`src/rtl/multibyte_add_seq.sv`:
```
// Byte-serial wide adder controller: drives an external 8-bit adder one slice per
// clock (LSB first), chains the carry through a register, and publishes the full sum.
module multibyte_add_seq #(
  parameter  int NBYTES = 4,
  localparam int W      = 8 * NBYTES,
  localparam int IW     = $clog2(NBYTES)
) (
  input  logic         clk,
  input  logic         rst,
  input  logic         start,
  input  logic [W-1:0] a,
  input  logic [W-1:0] b,
  input  logic         cin,
  output logic         busy,
  output logic         done,
  output logic [W-1:0] result,
  output logic         cout,
  output logic         overflow,
  output logic [7:0]   add_x,
  output logic [7:0]   add_y,
  output logic         add_cin,
  input  logic [7:0]   add_sum,
  input  logic         add_cout,
  output logic [1:0]   state_dbg
);

  typedef enum logic [1:0] {
    IDLE = 2'd0,
    RUN  = 2'd1,
    DONE = 2'd2
  } state_t;

  localparam logic [IW-1:0] LAST = IW'(NBYTES - 1);

  state_t        state;
  logic [W-1:0]  a_r;
  logic [W-1:0]  b_r;
  logic [W-1:0]  acc;
  logic [W-1:0]  acc_next;
  logic          carry_r;
  logic [IW-1:0] idx;

  // Handshake: start is a request accepted on any rising edge where busy is low
  // (IDLE or DONE); while busy is high start is ignored. done is a one-cycle pulse
  // marking the cycle in which result/cout/overflow first show the new sum.
  assign busy      = (state == RUN);
  assign done      = (state == DONE);
  assign state_dbg = state;

  // Accumulator with the current slice merged in, so the final byte reaches result
  // on the same edge it is captured.
  always_comb begin
    acc_next = acc;
    acc_next[{idx, 3'b000} +: 8] = add_sum;
  end

  always_comb begin
    add_x   = 8'd0;
    add_y   = 8'd0;
    add_cin = 1'b0;
    if (state == RUN) begin
      add_x   = a_r[{idx, 3'b000} +: 8];
      add_y   = b_r[{idx, 3'b000} +: 8];
      add_cin = carry_r;
    end
  end

  always_ff @(posedge clk) begin
    if (rst) begin
      state    <= IDLE;
      a_r      <= '0;
      b_r      <= '0;
      acc      <= '0;
      carry_r  <= 1'b0;
      idx      <= '0;
      result   <= '0;
      cout     <= 1'b0;
      overflow <= 1'b0;
    end else begin
      case (state)
        IDLE, DONE: begin
          if (start) begin
            a_r     <= a;
            b_r     <= b;
            carry_r <= cin;
            idx     <= '0;
            state   <= RUN;
          end else begin
            state <= IDLE;
          end
        end
        RUN: begin
          acc     <= acc_next;
          carry_r <= add_cout;
          idx     <= idx + 1'b1;
          if (idx == LAST) begin
            state    <= DONE;
            result   <= acc_next;
            cout     <= add_cout;
            overflow <= (a_r[W-1] == b_r[W-1]) && (add_sum[7] != a_r[W-1]);
          end
        end
        default: state <= IDLE;
      endcase
    end
  end

endmodule

```
`config.mk`:
```
export PLATFORM = sky130hd
export DESIGN_NAME = multibyte_add_seq
export DESIGN_NICKNAME = d
export VERILOG_FILES = /design/src/rtl/multibyte_add_seq.sv
export SDC_FILE = /design/constraint.sdc
export NUM_CORES = 1
export LEC_CHECK = 0
export ABC_CLOCK_PERIOD_IN_PS = 2600
export BUFFER_PORTS_ARGS = -buffer_cell sky130_fd_sc_hd__buf_2
export CORE_UTILIZATION = 45
export CTS_CLUSTER_DIAMETER = 120
export DETAILED_ROUTE_END_ITERATION = 10
export MAX_ROUTING_LAYER = met4
export PLACE_DENSITY = 0.66
export SLEW_MARGIN = 20
export SYNTH_ARGS = -nofsm -noshare
export SYNTH_HDL_FRONTEND = slang
export SYNTH_SLANG_ARGS = --single-unit
```
`constraint.sdc`:
```
create_clock -name clk -period 2.6 [get_ports clk]
set_input_delay 0.52 -clock clk [delete_from_list [all_inputs] [get_ports clk]]
set_output_delay 0.52 -clock clk [all_outputs]
set_load 0.01 [all_outputs]
```
Word-level counts from Yosys, hierarchy flattened
Index checks and enable logic that the tools add are counted.

word-level totals
  register bits after elaboration = 135
  output and inout bits = 55

operators by class
  $add $sub $neg = 2
  equal/unequal tests = 7
  shift operators = 4
  muxes and demuxes = 11
  reductions and logical operators = 7

operator list
  operator                number
  $shiftx 32x6->8         2
  $bwmux 32               1
  $shift 8x7->32 const A  1
  $shiftx 8x7->32         1
  $mux 8                  2
  $pmux 2 s2              2
  $neg 5->7               1
  $reduce_and 2->1        3
  $eq 2x2->1 const B      2
  $mux 2                  2
  $mux 1                  3
  $add 2x1->2 const B     1
  $eq 2x1->1 const B      1
  $logic_not 2->1         1
  $ne 2x1->1 const B      1
  $ne 2x2->1 const B      1
  $pmux 1 s2              1
  $reduce_bool 2->1       1
  $reduce_or 2->1         1
  $eq 1x1->1              1
  $logic_and 1x1->1       1
  $ne 1x1->1              1

Longest topological paths before layout
  depth in word-level cells = 4
  depth in mapped cells = 11
  mapped depth without buffers = 5

Worst setup path after synthesis
Ideal clock, no wire load.

  path kind = register to register
  from = register idx[0]
  to = register result[6]
  library setup time = 0.132 ns
  arrival time = 2.159 ns
  data required time = 2.468 ns
  path slack = 0.309 ns
  cell stages (with the launch flop) = 11
  path buffers = 5
  path through = dfxtp_1 > buf_4 > buf_6 > buf_4 > inv_1 > ha_1 > and4bb_2 > clkbuf_2 > buf_4 > a221oi_1 > nor3_1

between the ends
  word-level cells in the longest chain between the ends = 3
  elaborated cells on any way between the ends = 6

ends and longest elaborated chain
  element                                                   line  text
  start: declaration                                        41    logic [IW-1:0] idx;
  start signal: assignment                                  95    idx <= idx + 1'b1;
  $neg 5->7                                                 54    acc_next[{idx, 3'b000} +: 8] = add_sum;
  $shiftx 8x7->32 / $shift 8x7->32 (equally long branches)  54
  $bwmux 32                                                 54
  end signal: assignment                                    98    result <= acc_next;
  end: declaration                                          16    output logic [W-1:0] result,

Several ways; a longest one is shown, not always the timed one.
A chain may end at the register's enable or synchronous reset.

Worst setup path in the final report
  from = register idx[0]
  to = output add_y[7]

between the ends
  word-level cells in the longest chain between the ends = 2

ends and longest elaborated chain
  element           line  text
  $shiftx 32x6->8   63    add_y = b_r[{idx, 3'b000} +: 8];
  $mux 8            61    if (state == RUN) begin
  end: declaration  20    output logic [7:0] add_y,

Every way passes these cells.

==> flow_summary_export.csv <==
group,metric,value,unit
status,outcome,"complete, no violations",
synthesis,syn_area,5290,um2
floorplan,initial_core_util,0.4633,
detailed_routing,viasPerCell,5.381,
synthesis,synth_area_leaders,"dfxtp_1 48%, nand2_1 10%, a21oi_1 7.3%, mux4_2 6.8%, a311oi_1 2.8%",
placement,hpwl,8911,um
detailed_routing,drtIter0Drc,225,
floorplan,die_w,110.4,um
global_routing,grt_use_total,0.2365,
sta,rsz0062_at_grt,"no",
min_path,hp-class,"in -> reg",
synthesis,yosysSeqAreaShare,0.4806,
synthesis,syn_inst,599,
detailed_routing,drtPass1Iterations,4,
placement,routabilityCongestion,0.8200,
setup_path,critPathCaptureType,"output pin",
placement,port_buffers,131,
floorplan,die-area,12190,um2
global_routing,antenna_found_initial,0,
layout,drive_gt1_frac,0.2751,
synthesis,ys_seq_elements,127,
synthesis,syn_nets,681,
power,leakage,2.686,nW
global_routing,grt-ovfl-total,0,
sta,finalCritPeriodShare,0.9297,
setup_path,ff2ff_path_depth,4,
synthesis,synth-main-ff-cell,"dfxtp_1",
floorplan,die_height,110.4,um
setup_path,criticalPathCategory,"reg -> out",
synthesis,synth_top_area_share,0.4806,
synthesis,synth_edf_count,0,
sta,hold_viol_final,0,
clock_network,clkSinkCount,127,
sta,slew_headroom,0.5125,
placement,placed_area,5987,um2
setup_path,rrSetupSlack,0.42,ns
min_path,worstHoldStart,"b[30]",
clock_network,clk_pin_slew_worst_paths,0.06,ns
global_routing,grt_pass1_vias,4661,
detailed_routing,avgRoutedWirePerCell,15.66,um
power,power.total,0.005073,W
sta,layout_min_cycle_time,2.417,ns
detailed_routing,wl,13450,um
sta,finalSetupTns,0,ns
synthesis,synth_common_cells,"142 x nand2_1, 127 x dfxtp_1, 77 x a21oi_1",
setup_path,r2r_start,"idx[1]$_SDFFE_PP0P_",
min_path,hold_depth,3,
clock_network,cts_buffers,17,
detailed_routing,ant_nets,0,
synthesis,yosysTopAreaCell,"dfxtp_1",
sta,max_freq,0.4137,GHz
floorplan,core,11420,um2
min_path,hold_path_end,"b_r[30]$_SDFFE_PP0P_",
clock_network,cts_tree,"built",
layout,layout.nets,785,
detailed_routing,drc,0,
power,power.density,763.8,nW/um2
sta,worstMarginPinSlew,0.7290,ns
sta,fin_skew,0.01428,ns
layout,syn_to_final_growth,25.57,%
clock_network,ctsRootBufferMaster,"clkbuf_16",
detailed_routing,vias,4622,
sta,setup_viol,0,
clock_network,ctsHtreeMaxLevel,4,
power,vdd_drop_max,0.6180,mV
clock_network,post-cts-setup-buffer-count,0,
synthesis,yosysMostFrequentCell,"nand2_1",
clock_network,clk_latency,0.42,ns
synthesis,synthArstFlopShare,0,
layout,design_area,6643,um2
setup_path,startpoint_type,"flip-flop",
synthesis,avgSynthCellArea,8.832,um2
job,cap_violations,0,
setup_path,arrival,1.90,ns
synthesis,yosys_warnings,0,
global_routing,grt_max_degree,69,
setup_path,cp_max_fo,12,
layout,num_antenna_cells,0,
floorplan,row_count,39,
global_routing,grt_pass1_wl,22360,um
synthesis,ys_types,34,
layout,fill_cells,1049,
setup_path,cp_data_required_time,2.08,ns
setup_path,r2r_end,"result[4]$_SDFFE_PP0P_",
sta,slew_violations,0,
floorplan,ios,132,
clock_network,clk_path_buf_depth,2,
-- cell usage in the layout (no fill, tap or decap), drive strengths merged, types with 2 or more instances in the layout --
master / netlist / layout
a21oi: 77 / 77
a221oi: 8 / 8
a22o: 16 / 16
a311oi: 17 / 17
a32oi: 8 / 8
and2: 17 / 17
and3b: 2 / 2
buf: 25 / 141
bufinv: 0 / 4
clkbuf: 31 / 20
clkinv: 0 / 3
clkinvlp: 0 / 5
dfxtp: 127 / 127
ha: 5 / 5
inv: 4 / 4
mux4: 16 / 16
nand2: 142 / 142
nand2b: 18 / 18
nand3: 10 / 10
nand3b: 2 / 2
nand4: 16 / 16
nor2: 37 / 37
nor2b: 5 / 5
nor3: 9 / 9
-- flip-flops by register name, summed over array words and instances, names as in the netlist --
name and cells:
a_r 32, acc 24, b_r 32, carry_r 1, cout 1, idx 2
overflow 1, result 32, state_dbg 2
-- metal layers --
| layer | up-vias | wire, um | share of wire | track usage |
|---|---|---|---|---|
| met2 | 164 | 6695 | 0.50 | 0.3805 |
| met5 | - | 0 | 0 | - |
| met1 | 2153 | 5630 | 0.42 | 0.2799 |
| li1 | 2289 | - | - | - |
| met3 | 16 | 889 | 0.066 | 0.04885 |
| met4 | 0 | 238 | 0.018 | 0.1218 |
-- per-stage QoR --
step / setup WS [ns] / utilization / hold slack (ns) / std cells
finish: 0.1827 / 0.5817 / 0.3422 / 859
global route: 0.08853 / 0.5817 / 0.3422 / 859
global placement: 0.4330 / 0.5243 / 0.4406 / 827
floorplan: 0.3093 / - / 0.4331 / 599
CTS: 0.02654 / 0.5813 / 0.3275 / 859
detailed placement: 0.3473 / 0.5243 / 0.4463 / 827
-- cell families after synthesis --
kind of cell,count (synthesis),synth area share
and+or+nand+nor,263,0.2299
buffers and inverters,60,0.05274
DFF,127,0.4806
AOI/OAI and AO/OA,128,0.1568
muxes,16,0.06812
adders and majority gates,5,0.01183
-- power breakdown --
part | switching [W] | leakage (nW) | internal [W] | total [W]
logic | 0.000255 | 1.35 | 0.000179 | 0.000434
clock network | 0.000886 | 0.301 | 0.00168 | 0.00257
registers | 0.0000495 | 1.03 | 0.00202 | 0.00207
total | 0.00119 | 2.69 | 0.00388 | 0.00507
-- worst max-delay path by stage --
stage / from / slack, ns / end / depth (start not counted)
floorplan: idx[0]$_SDFFE_PP0P_ / 0.31 / result[6]$_SDFFE_PP0P_ / 10
global placement: idx[0]$_SDFFE_PP0P_ / 0.43 / result[4]$_SDFFE_PP0P_ / 4
detailed placement: idx[0]$_SDFFE_PP0P_ / 0.35 / result[3]$_SDFFE_PP0P_ / 4
CTS: idx[0]$_SDFFE_PP0P_ / 0.03 / add_y[7] / 4
global route: idx[0]$_SDFFE_PP0P_ / 0.09 / add_y[7] / 4
finish: idx[0]$_SDFFE_PP0P_ / 0.18 / add_y[7] / 4
-- critical path: stages, from the launching register on --
cell	delay [ns]
dfxtp_4	0.48
buf_12	0.18
mux4_2	0.48
and2_1	0.19
buf_2	0.14
-- timing repair --
action / CTS / global route
gates resized for setup: 0 / 3
endpoints found under the setup margin: 0 / 11
hold buffers: 0 / 0
-- area by class of cell --
type,instances,area [um2],share of cell area
Clock buffer,20,466.7,0.07026
Timing Repair Buffer,141,770.7,0.1160
Multi-Input combinational cell,412,2479,0.3731
Clock inverter,12,183.9,0.02769
Inverter,4,17.52,0.002637
Tap cell,143,178.9,0.02694
Sequential cell,127,2546,0.3833
No activity file was read; power rests on OpenSTA's default activity.
